File: src/rtl/prescaler_sched.sv
// Multi-channel programmable prescaler: per-channel tick pulse and divided square wave.
// Latency: a write on edge k with divisor D gives the first tick in the cycle after edge k+D.
// Backpressure: none; hold freezes every running channel without losing a pending tick.
module prescaler_sched #(
    parameter int NCH = 4,
    parameter int W   = 22,
    parameter int CW  = 2
) (
    input  logic           clk_in,
    input  logic           rst_n,
    input  logic           cfg_we,
    input  logic [CW-1:0]  cfg_ch,
    input  logic [W-1:0]   cfg_div,
    input  logic           cfg_oneshot,
    input  logic           hold,
    output logic [NCH-1:0] tick,
    output logic [NCH-1:0] clk_out,
    output logic [NCH-1:0] busy,
    output logic [NCH-1:0] done
);

    typedef enum logic [1:0] {
        IDLE = 2'd0,
        RUN  = 2'd1,
        DONE = 2'd2
    } state_t;

    typedef struct packed {
        logic [W-1:0] div;
        logic [W-1:0] cnt;
        logic         oneshot;
        logic         tick;
        logic         clk_out;
        state_t       state;
    } chan_t;

    chan_t ch_q [NCH];
    chan_t ch_d [NCH];

    always_ff @(posedge clk_in or negedge rst_n) begin
        if (!rst_n) begin
            for (int c = 0; c < NCH; c++) begin
                ch_q[c] <= '0;
            end
        end else begin
            for (int c = 0; c < NCH; c++) begin
                ch_q[c] <= ch_d[c];
            end
        end
    end

    // A write to a channel overrides whatever its counter would have done this cycle.
    always_comb begin
        for (int c = 0; c < NCH; c++) begin
            ch_d[c]      = ch_q[c];
            ch_d[c].tick = 1'b0;
            if (cfg_we && (cfg_ch == CW'(c))) begin
                ch_d[c].div     = cfg_div;
                ch_d[c].oneshot = cfg_oneshot;
                ch_d[c].cnt     = '0;
                ch_d[c].clk_out = 1'b0;
                ch_d[c].state   = (cfg_div != '0) ? RUN : IDLE;
            end else if ((ch_q[c].state == RUN) && !hold) begin
                if (ch_q[c].cnt == ch_q[c].div - W'(1)) begin
                    ch_d[c].cnt     = '0;
                    ch_d[c].tick    = 1'b1;
                    ch_d[c].clk_out = ~ch_q[c].clk_out;
                    if (ch_q[c].oneshot) begin
                        ch_d[c].state = DONE;
                    end
                end else begin
                    ch_d[c].cnt = ch_q[c].cnt + W'(1);
                end
            end
        end
    end

    for (genvar g = 0; g < NCH; g++) begin : g_out
        assign tick[g]    = ch_q[g].tick;
        assign clk_out[g] = ch_q[g].clk_out;
        assign busy[g]    = (ch_q[g].state == RUN);
        assign done[g]    = (ch_q[g].state == DONE);
    end

endmodule

File: config.mk
export PLATFORM = sky130hd
export DESIGN_NAME = prescaler_sched
export DESIGN_NICKNAME = d
export VERILOG_FILES = /design/src/rtl/prescaler_sched.sv
export SDC_FILE = /design/constraint.sdc
export NUM_CORES = 1
export LEC_CHECK = 0
export BUFFER_PORTS_ARGS = -buffer_cell sky130_fd_sc_hd__buf_2
export CORE_UTILIZATION = 55
export CTS_CLUSTER_DIAMETER = 200
export DETAILED_ROUTE_END_ITERATION = 10
export PLACE_DENSITY = 0.87
export SETUP_SLACK_MARGIN = 0.02
export SLEW_MARGIN = 20
export SYNTH_ARGS = -nofsm -noshare
export SYNTH_HDL_FRONTEND = slang
export SYNTH_SLANG_ARGS = --single-unit
File: constraint.sdc
create_clock -name clk_in -period 3.1 [get_ports clk_in]
set_clock_uncertainty 0.15 [all_clocks]
set_input_delay 0.465 -clock clk_in [delete_from_list [all_inputs] [get_ports clk_in]]
set_output_delay 0.465 -clock clk_in [all_outputs]
set_load 0.02 [all_outputs]
==> impl_metrics.csv <==
group,metric,value,unit
run_status,status,"complete, but fails checks",
run_status,violations,"setup timing",
power_and_ir_drop,peakVddDrop,0.393,mV
synthesis,yosysWarnings,0,
critical_path,path_cells,"inv_2 > ha_4 > or4b_4 > or3_4 > or4_4 > a22oi_2 > nor4b_4 > buf_4 > nand4_1 > or3_1 > a21oi_1",
global_routing,grt_pass1_wl,55.6,mm
job,max_cap_violations,0,
critical_path,critical-path-top-delay-family,"simple AND/OR/NAND/NOR gates",
synthesis,synth_common_cells,"nand2_1, dfrtp_1, nor2_1",
cts,numClockSinks,196,
synthesis,syn_avg_cell_area,8.41,sq um
synthesis,synthCells,1417,
critical_path,cp-start-kind,"flip-flop",
synthesis,yosysTopAreaCell,"dfrtp_1",
global_routing,antenna_found_initial,1,
synthesis,syn_area,11900,sq um
synthesis,async_flop_share,1.00,
floorplan,start_util,0.563,
global_routing,grt_usage,0.319,
critical_path,cp_max_fo,2,
cts,cts_tree,"built",
global_routing,grt_pass1_vias,11100,
cts,htreeDepth,4,
synthesis,synth_seq_area_share,0.412,
drt,ant_nets,0,
sta,slew_headroom,0.504,
power_and_ir_drop,p_per_area,547,nW/um^2
synthesis,yosysMostFrequentCell,"nand2_1",
global_routing,grt_overflow,0,
cells_and_area,nets,1605,
drt,firstDrtPassIters,8,
sta,hold_violations,0,
cells_and_area,fillCellCount,1474,
drt,drtIter0Drc,1175,
min_path,hold_path_class,"primary input to flip-flop",
critical_path,rrSetupSlack,-400,ps
drt,totalWireLength,37.9,mm
synthesis,yosys_register_bits,196,
floorplan,dieHeight,149,um
critical_path,cp.arrival,3720,ps
critical_path,crit_buf_inv,2,
floorplan,dieArea,22300,sq um
global_routing,grt_max_degree,88,
synthesis,syn_nets,1454,
sta,worst_pin_slew,744,ps
critical_path,cp.required,3320,ps
placement,place_inst,1771,
power_and_ir_drop,total_power,7950,uW
cts,numCtsBuffers,17,
cts,clk_pin_slew,80,ps
critical_path,cp_slowest_cell,"or4b_4",
sta,finalSetupViolCount,53,
placement,hpwlAfterDp,23.1,mm
placement,port_buffers,44,
synthesis,yosysUniqueCellTypes,79,
critical_path,max_stage_delay,520,ps
synthesis,yosys-top-cells-area,"dfrtp_1, nand2_1, xnor2_1",
floorplan,rows,53,
cts,cts_root_buf,"clkbuf_16",
sta,rsz0062_at_grt,"yes",
floorplan,io_pins,45,
sta,period_share,1.13,
sta,timing.hold.ws,105,ps
floorplan,core_region_area,21200,sq um
sta,drv_slew,0,
drt,drc,0,
sta,finalWorstSetupSlack,-398,ps
drt,vias_per_cell,6.39,
floorplan,die-width,149,um
drt,wire_per_inst,20.4,um
cts,clkLatencyLatePin,450,ps
drt,vias,11900,
critical_path,path_class,"flip-flop to flip-flop",
cells_and_area,final_cells,1857,
synthesis,ys.flop_type,"dfrtp_1",
cells_and_area,drive_gt1_frac,0.215,
critical_path,critPathCaptureType,"flip-flop",
power_and_ir_drop,cellLeakagePower,0.00637,uW
sta,clock.fmax,286,MHz
cts,cts.path.max_buffers,2,
cells_and_area,syn2layout_area_growth,22.1,%
synthesis,yosys.area.top_type_share,0.412,
sta,period_minus_slack,3500,ps
placement,gp_congestion,0.940,
synthesis,synth-edff-count,0,
final timing paths:
path | endpoint | depth (start not counted) | from
worst max register to register | clk_out[3]$_DFFE_PN0P_ | 11 | ch_q[27]$_DFFE_PN0P_
max in group asynchronous | ch_q[144]$_DFFE_PN0P_ | 3 | rst_n
worst max-delay path | clk_out[3]$_DFFE_PN0P_ | 11 | ch_q[27]$_DFFE_PN0P_
worst min register to register | ch_q[99]$_DFFE_PN0P_ | 2 | ch_q[99]$_DFFE_PN0P_
min in group asynchronous | ch_q[6]$_DFFE_PN0P_ | 2 | rst_n
worst min-delay path | ch_q[4]$_DFFE_PN0P_ | 2 | cfg_oneshot
per-layer routing:
layer	vias up	share of wire	track usage
li1	5217	-	-
met1	5732	0.36	0.402
met2	723	0.47	0.521
met3	196	0.11	0.0697
met4	2	0.049	0.147
met5	-	0.0015	0
cells in the final DEF, fill, tap and decap left out, types with 6 or more instances in the layout:
cell       instances
o21a_1             8
dfrtp_1          196
xnor2_1           96
nor3_1            39
mux2i_1            7
or3_1             14
xor2_1            66
nor3b_1            6
o21ai_0           32
nor4_2             9
nor2_4            11
nand4_1           41
or4_1             10
o21ai_1            8
nand3_1           64
ha_1               6
inv_1             20
and2_1            12
a211oi_1           7
nor2_1           100
a21oi_1           15
and3_1            25
or4_4              7
nand2_1          323
a31oi_1           10
o211ai_1           7
buf_2             43
buf_4            132
nor2_2            12
buf_6             17
nor2b_1           19
clkbuf_16         17
nor4_1            18
nand2b_1          17
cells by family after synthesis:
| logic type | synth area share |
|---|---|
| muxes | 0.00777 |
| AOI/OAI and AO/OA | 0.0982 |
| adders and majority gates | 0.00840 |
| xor gates and xnor gates | 0.120 |
| DFF | 0.412 |
| buffers and inverters | 0.0311 |
| and+or+nand+nor | 0.323 |
cell type report:
class                           instances  area (sq um)  share of cell area
Tap cell                              275           344              0.0237
Clock buffer                           20           457              0.0314
Antenna cell                            2          5.00            0.000344
Multi-Input combinational cell       1135          7170               0.493
Clock inverter                         11           126             0.00869
Sequential cell                       196          4900               0.337
Timing Repair Buffer                  196          1460               0.100
Inverter                               22          82.6             0.00568
registers in the layout, summed over array words and instances, names as in the netlist:
name and count:
clk_out 4, tick 4, ch_q 188
stage by stage:
step	worst slack (ps)	TNS, ps	utilization	instance area (sq um)
final	-398	-14090	0.687	14500
after floorplan	-201	-743	-	11900
after global placement	-168	-1430	0.613	13000
after global routing	-472	-19340	0.687	14500
after detailed placement	-228	-3740	0.613	13000
after CTS	-131	-705	0.659	13900
report_power, final:
part | switching [uW] | internal, uW | total, uW
clock | 1040 | 1230 | 2270
sequential | 367 | 2840 | 3200
combinational | 1380 | 1100 | 2480
total | 2780 | 5170 | 7950
what timing repair did:
item,4_1_cts,5_1_grt
hold buffers,1,0
endpoints found under the setup margin,47,101
pin swaps,15,45
endpoints found under the hold margin,83,0
cloned,3,1
buffers inserted,30,19
resized for setup,35,107
Note: power is estimated with default switching activity, not from simulation.
